===== config.mk =====
export PLATFORM = sky130hd
export DESIGN_NAME = svm_ovr_classifier
export DESIGN_NICKNAME = d
export VERILOG_FILES = /design/src/rtl/svm_ovr_classifier.sv
export SDC_FILE = /design/constraint.sdc
export NUM_CORES = 2
export LEC_CHECK = 0
export ABC_CLOCK_PERIOD_IN_PS = 15600
export BUFFER_PORTS_ARGS = -buffer_cell sky130_fd_sc_hd__buf_2
export CAP_MARGIN = 10
export CORE_MARGIN = 5
export CORE_UTILIZATION = 42
export CTS_BUF_LIST = sky130_fd_sc_hd__clkbuf_2 sky130_fd_sc_hd__clkbuf_4 sky130_fd_sc_hd__clkbuf_8
export DETAILED_ROUTE_END_ITERATION = 8
export GPL_TIMING_DRIVEN = 0
export PLACE_DENSITY = 0.61
export SYNTH_ARGS = -nofsm -noshare
export SYNTH_HDL_FRONTEND = slang
export SYNTH_SLANG_ARGS = --single-unit

===== constraint.sdc =====
create_clock -name clk -period 15.6 [get_ports clk]
set_clock_uncertainty 0.15 [all_clocks]
set_input_delay 1.56 -clock clk [delete_from_list [all_inputs] [get_ports clk]]
set_output_delay 1.56 -clock clk [all_outputs]
set_load 0.05 [all_outputs]

===== src/rtl/svm_ovr_classifier.sv =====
// One-vs-rest linear SVM scorer: a single signed MAC walks bias + N_FEAT weights per class, then a running argmax.
// Latency N_CLASS*(N_FEAT+2) cycles from an accepted start; start and weight writes are honoured only in IDLE.
module svm_ovr_classifier #(
  parameter int N_FEAT    = 9,
  parameter int N_CLASS   = 22,
  parameter int DW        = 16,
  parameter int FRAC      = 8,
  parameter int ACC_W     = 40,
  parameter     INIT_FILE = "",
  localparam int CW       = (N_CLASS > 1) ? $clog2(N_CLASS) : 1,
  localparam int IW       = $clog2(N_FEAT + 1)
) (
  input  logic                    clk,
  input  logic                    rst,
  input  logic [N_FEAT*DW-1:0]    feat_in,
  input  logic                    start,
  output logic                    busy,
  output logic                    valid,
  output logic [CW-1:0]           predict,
  output logic signed [ACC_W-1:0] score_max,
  input  logic                    wr_en,
  input  logic [CW-1:0]           wr_class,
  input  logic [IW-1:0]           wr_idx,
  input  logic [DW-1:0]           wr_data
);

  localparam int DEPTH = N_CLASS * (N_FEAT + 1);
  localparam int AW    = $clog2(DEPTH);
  localparam int JW    = (N_FEAT > 1) ? $clog2(N_FEAT) : 1;

  typedef enum logic [2:0] {IDLE, BIAS, MAC, CMP, DONE} state_t;

  state_t                  state;
  logic [CW-1:0]           c;
  logic [JW-1:0]           j;
  logic signed [ACC_W-1:0] acc;
  logic signed [ACC_W-1:0] best;
  logic [CW-1:0]           best_idx;
  logic signed [DW-1:0]    feat_q [0:N_FEAT-1];

  // Row c holds N_FEAT weights followed by the bias at column N_FEAT.
  logic [DW-1:0] ram [0:DEPTH-1];

  logic          wr_ok;
  logic [AW-1:0] wr_addr;
  logic [AW-1:0] rd_addr;

  always_comb begin
    wr_ok   = wr_en && (state == IDLE) && (int'(wr_class) < N_CLASS) && (int'(wr_idx) <= N_FEAT);
    wr_addr = AW'(int'(wr_class) * (N_FEAT + 1) + int'(wr_idx));
    rd_addr = AW'(int'(c) * (N_FEAT + 1) + ((state == BIAS) ? N_FEAT : int'(j)));
  end

  always_ff @(posedge clk) begin
    if (wr_ok)
      ram[wr_addr] <= wr_data;
  end

  logic signed [DW-1:0]    w_rd;
  logic signed [DW-1:0]    x_cur;
  logic signed [2*DW-1:0]  prod;
  logic signed [ACC_W-1:0] prod_ext;
  logic signed [ACC_W-1:0] bias_ext;
  logic                    take;

  always_comb begin
    w_rd     = $signed(ram[rd_addr]);
    x_cur    = feat_q[j];
    prod     = (2*DW)'(x_cur) * (2*DW)'(w_rd);
    prod_ext = ACC_W'(prod);
    bias_ext = ACC_W'(w_rd) <<< FRAC;
    // Strict compare keeps the lower class index on ties.
    take     = (c == '0) || (acc > best);
  end

  always_ff @(posedge clk or negedge rst) begin
    if (!rst) begin
      state     <= IDLE;
      busy      <= 1'b0;
      valid     <= 1'b0;
      predict   <= '0;
      score_max <= '0;
      c         <= '0;
      j         <= '0;
      acc       <= '0;
      best      <= '0;
      best_idx  <= '0;
      for (int k = 0; k < N_FEAT; k++)
        feat_q[k] <= '0;
    end else begin
      valid <= 1'b0;
      case (state)
        IDLE: begin
          if (start) begin
            for (int k = 0; k < N_FEAT; k++)
              feat_q[k] <= $signed(feat_in[k*DW +: DW]);
            c     <= '0;
            busy  <= 1'b1;
            state <= BIAS;
          end
        end
        BIAS: begin
          acc   <= bias_ext;
          j     <= '0;
          state <= MAC;
        end
        MAC: begin
          acc <= acc + prod_ext;
          if (j == JW'(N_FEAT - 1))
            state <= CMP;
          else
            j <= j + 1'b1;
        end
        CMP: begin
          if (take) begin
            best     <= acc;
            best_idx <= c;
          end
          if (c == CW'(N_CLASS - 1)) begin
            // Outputs are registered here so they appear in the DONE cycle.
            predict   <= take ? c : best_idx;
            score_max <= take ? acc : best;
            valid     <= 1'b1;
            busy      <= 1'b0;
            state     <= DONE;
          end else begin
            c     <= c + 1'b1;
            state <= BIAS;
          end
        end
        DONE: begin
          state <= IDLE;
        end
        default: begin
          state <= IDLE;
        end
      endcase
    end
  end

endmodule


## Word level (Yosys, flattened, before mapping)

Memories as Yosys holds them, arrays and structs flattened.
Cells that the tools add are included.
W data, S select, Z words.

- Memories: 1
- Memory bits (writable): 3520
- Input port bits: 173
- Output and inout port bits: 47
- Register bits after elaboration: 288
- Word-level logic and storage cells: 80

- Eq/ne operators: 10
- Reduce and logical (&&, ||, !) cells: 14
- Multipliers: 3
- Bitwise logic cells: 1
- Order comparisons: 4
- Mux-type cells: 23
- Add/subtract/negate cells: 5

Memories:

| name | words | bits a word | read ports | clocked after Yosys merged registers in | wr ports | line | text |
|---|---|---|---|---|---|---|---|
| ram | 220 | 16 | 1 | 0 | 1 | 42 | `logic [DW-1:0] ram [0:DEPTH-1];` |

Operator list:

| operator | number |
|---|---|
| $pmux W40 S2 | 1 |
| $bmux W16 S4 | 1 |
| $add A40 B32 Y40 | 1 |
| $gt A40 B40 Y1 | 1 |
| $mux W40 | 1 |
| $mul A16 B16 Y32 | 1 |
| $mux W16 | 2 |
| $add A8 B4 Y8 | 2 |
| $mux W5 | 3 |
| $mul A5 B3 Y7 const B | 2 |
| $pmux W3 S4 | 1 |
| $ne A2 B2 Y1 const B | 5 |
| $pmux W5 S2 | 1 |
| $mux W3 | 3 |
| $mux W4 | 2 |
| $pmux W4 S2 | 1 |
| $reduce_and A2 Y1 | 4 |
| $eq A3 B2 Y1 const B | 2 |
| $mux W1 | 6 |
| $reduce_and A3 Y1 | 2 |
| $add A5 B1 Y5 const B | 1 |
| $eq A5 B5 Y1 const B | 1 |
| $ge A5 B5 Y1 const B | 1 |
| $logic_not A5 Y1 | 1 |
| other kinds (11) | 14 |

## Depth between registers and ports, before layout

- Depth in word-level cells: 7
- Mapped depth: 45
- Gate-level depth less buffers: 36

## Least setup slack after synthesis

Ideal clock, no wire load.

- Path kind: reg2reg
- Start: register j[1]
- End: register acc[39]
- Path buffers: 8
- Path slack: 4837 ps
- Setup time: 129 ps
- Stages on the path, launching flop included: 44
- Data arrival time: 10484 ps
- Period minus slack after synthesis: 10763 ps
- Cell sequence: dfrtp_1 -> clkbuf_1 -> clkbuf_1 -> inv_1 -> nor2_1 -> ha_1 -> inv_1 -> fa_1 -> nand2b_1 -> a2111oi_0 -> xnor3_1 -> buf_2 -> buf_2 -> clkbuf_1 -> clkbuf_1 -> nor2_1 -> a21oi_1 -> nor2_1 -> (+8 left out) -> inv_1 -> fa_1 -> fa_1 -> inv_1 -> fa_1 -> inv_1 -> ha_1 -> clkbuf_1 -> nand4_1 -> a2111oi_0 -> a21oi_1 -> a21oi_1 -> nor4_1 -> or4_1 -> a31oi_1 -> nor3_1 -> mux2i_1 -> nand3_1

- Longest elaborated chain between the ends: 7

RTL lines:

| item | line | text |
|---|---|---|
| start: declaration | 35 | `logic [JW-1:0] j;` |
| start signal: assignment | 112 | `j <= j + 1'b1;` |
| branches (longest 6 deep; another with $add A40 B32 Y40) | - |  |
| $pmux W40 S2 (*) | 92 | `case (state)` |
| end signal: assignment | 103 | `acc <= bias_ext;` |
| end signal: assignment | 108 | `acc <= acc + prod_ext;` |
| end: declaration | 36 | `logic signed [ACC_W-1:0] acc;` |

Every way passes the cells marked *. The select of a mux whose other input is x is not followed.
A chain may end at the register's enable or synchronous reset.

## Final worst setup path

- Start: register state[0]
- End: register acc[39]

- Longest elaborated chain between the ends: 7

RTL lines:

| item | line | text |
|---|---|---|
| start: declaration | 33 | `state_t state;` |
| start signal: assignment | 78 | `state <= IDLE;` |
| start signal: assignment | 99 | `state <= BIAS;` |
| start signal: assignment | 105 | `state <= MAC;` |
| $eq A3 B1 Y1 | 51, 92 |  |
| $mux W4 | 51 | `rd_addr = AW'(int'(c) * (N_FEAT + 1) + ((state == BIAS) ? N_FEAT : int'(j)));` |
| $add A8 B4 Y8 | 51 |  |
| $mem_v2 Z220 W16 | - |  |
| $mul A16 B16 Y32 | 69 | `prod = (2*DW)'(x_cur) * (2*DW)'(w_rd);` |
| $add A40 B32 Y40 | 108 |  |
| $pmux W40 S2 | 92 |  |

Several ways; a longest one is shown, not always the timed one.

==> summary.md <==
| Metric | Value |
|---|---|
| GP Congestion | 0.940 |
| Syn_area_per_cell | 20.1 um2 |
| Critical path data arrival time | 16.18 ns |
| Die area | 397000 um2 |
| Syn_nets | 8738 |
| CP max FO | 10 |
| Design Area, Final | 189000 um2 |
| Crit path kind | reg2reg |
| Antenna Nets Post-Route | 0 |
| Reg2reg setup slack | 0.40 ns |
| Synth cell types | 78 |
| CP peak stage delay | 0.91 ns |
| IO Port Bufs | 219 |
| DP HPWL | 418 mm |
| Worst slew pin tran | 1.49 ns |
| Status | finished with violations |
| Yosys warns | 0 |
| Worst path slowest cell | clkdlybuf4s15_1 |
| CORE AREA | 383000 um2 |
| WL/cell | 41.3 um |
| Die Span Y | 630 um |
| Gate Count Post-Synth | 8053 |
| Clk Latency, worst-skew pair | 1.28 ns |
| Hold buffer count at cts | 0 |
| Via count | 94800 |
| # rows | 227 |
| Total CTS buffers | 624 |
| First-pass GRT wire length | 807 mm |
| Post-synthesis async set-or-reset flop share | 7.56% |
| Area fraction of the dominant cell type after synthesis | 65.4% |
| Synth Register Bits | 3808 |
| Wirelength, routed | 607 mm |
| Largest net degree at the start of global routing | 161 |
| H-tree depth | 6 |
| Initial antenna violation count | 27 |
| Period utilization | 97.4% |
| Proportion of layout cells with a drive suffix above 1 | 33.8% |
| Total GRT Usage | 30.0% |
| Pre-CTS WS | -0.661 ns |
| Setup ws final | 0.399 ns |
| Fin util | 49.5% |
| Post-Syn Area | 162000 um2 |
| Io pins | 220 |
| Final Hold Viols | 0 |
| Root Buffer Master | clkbuf_8 |
| Maximum clock rate | 0.0658 GHz |
| Tmin final | 15.20 ns |
| Max-slew violation count | 0 |
| DRC violation count after routing | 4 |
| Setup Viol. Count Final | 0 |
| Commonest cells post-synth | edfxtp_1, mux4_2, inv_1 |
| CP startpoint kind | register |
| Die X | 630 um |
| Slew HR | 0.632% |
| Count of flip-flops with a built-in enable after synthesis | 3520 |
| CP most frequent cell | fa_1 |
| Seq/Total Area, Yosys | 69.9% |
| Synth Flop Type | edfxtp_1 |
| Reported max-cap violation count | 1 |
| CP Capture Type | register |
| Critical Path RT | 16.58 ns |
| Post-synthesis to final-layout area growth | 17.2% |
| TritonRoute pass-1 iters | 9 |
| Post-synth top area cell | edfxtp_1 |
| Worst hold path type | in2async |
| Max Root-Sink Buffers | 4 |
| Violated checks | DRC, capacitance limit |
| Nets | 9859 |
| Gr ovfl total | 0 |
| Post-DP Area | 177000 um2 |
| Count leader, synth | edfxtp_1 |
| CTS tree | yes |
| Clk pin slew, worst setup/hold paths | 0.07 ns |
| Vias in the first global route | 93400 |
| RSZ-0062 raised after global routing | false |
| Area contributors post-synth | edfxtp_1, mux4_2, dfrtp_1 |
| CTS Sinks | 3808 |
| Fillers | 30600 |
| Initial DRC Count | 15500 |
| Via density | 6.45 |
| Initial Util | 42.2% |
| Final setup TNS | 0 ns |
## sequential cells by signal (all words and copies together), names as in the netlist
signal and flops:
acc 40, best 40, best_idx 5, busy 1, c 5, feat_q 144, j 4, predict 5
ram 3520, score_max 40, state 3, valid 1
## timing repair
item                       4_1_cts  5_1_grt
setup endpoints to repair       10        2
resized for setup               16        6
buffers inserted                 0        0
## logic make-up (layout without fill, tap and decap cells)
logic type | Yosys count | in the layout | synth area share, %
other | 0 | 33 | 0
adders and majority gates | 512 | 512 | 5.52
muxes | 1399 | 1399 | 17.5
AOI/OAI and AO/OA | 449 | 449 | 1.84
buffers and inverters | 854 | 2424 | 2.19
DFF | 3808 | 3808 | 69.9
and+or+nand+nor | 972 | 972 | 2.71
xor gates and xnor gates | 59 | 59 | 0.337
## cell type report
type | count | area (um2) | area share, %
Sequential cell | 3808 | 113000 | 59.7
Inverter | 428 | 1610 | 0.851
Antenna cell | 33 | 82.6 | 0.0436
Buffer | 421 | 1990 | 1.05
Clock inverter | 222 | 1620 | 0.856
Multi-Input combinational cell | 3391 | 46700 | 24.7
Clock buffer | 853 | 10500 | 5.52
Tap cell | 5038 | 6300 | 3.33
Timing Repair Buffer | 500 | 7510 | 3.97
## path summary, 6_finish.rpt
path,from,end,cells after the start
worst max-delay path,state[0],acc[39],41
worst min-delay path,rst,score_max[7],1
worst max register to register,state[0],acc[39],41
worst min register to register,predict[2],predict[2],2
max in group asynchronous,rst,feat_q[105],2
min in group clk,predict[2],predict[2],2
## worst max-delay path: cells and delay by family, from the launching register on
family,cells,cell delay [ns]
fa+ha+maj,8,3.83
buf+inv,13,4.95
compound gates,8,2.81
flops,1,0.53
simple gates,9,2.07
mux,3,0.63
## through the flow
step | hold WS [ns] | std cells
final | 0.279 | 14700
after global placement | 0.315 | 13300
after global routing | 0.347 | 14700
after floorplan | 0.316 | 8053
after detailed placement | 0.327 | 13600
after CTS | 0.240 | 14700
## cells in the final DEF, fill, tap and decap left out, types with 178 or more instances in the layout
cell,count
clkbuf_8,647
buf_2,330
clkbuf_1,186
nor2_4,205
mux2_2,197
mux4_2,1119
edfxtp_1,3520
ha_1,178
clkbuf_4,207
inv_1,426
fa_1,333
dfrtp_1,288
nand2_1,321
## metal layers
layer,track usage (%),up-vias,share of wire (%)
met1,36.8,50200,34
met3,12.7,1872,14
li1,-,34600,-
met5,2.80,-,0.28
met4,16.7,32,6.8
met2,44.8,8124,44
Power is left out: the tool's default activity adds up to more than one toggle a clock period on the data nets, which glitch-free logic cannot reach.
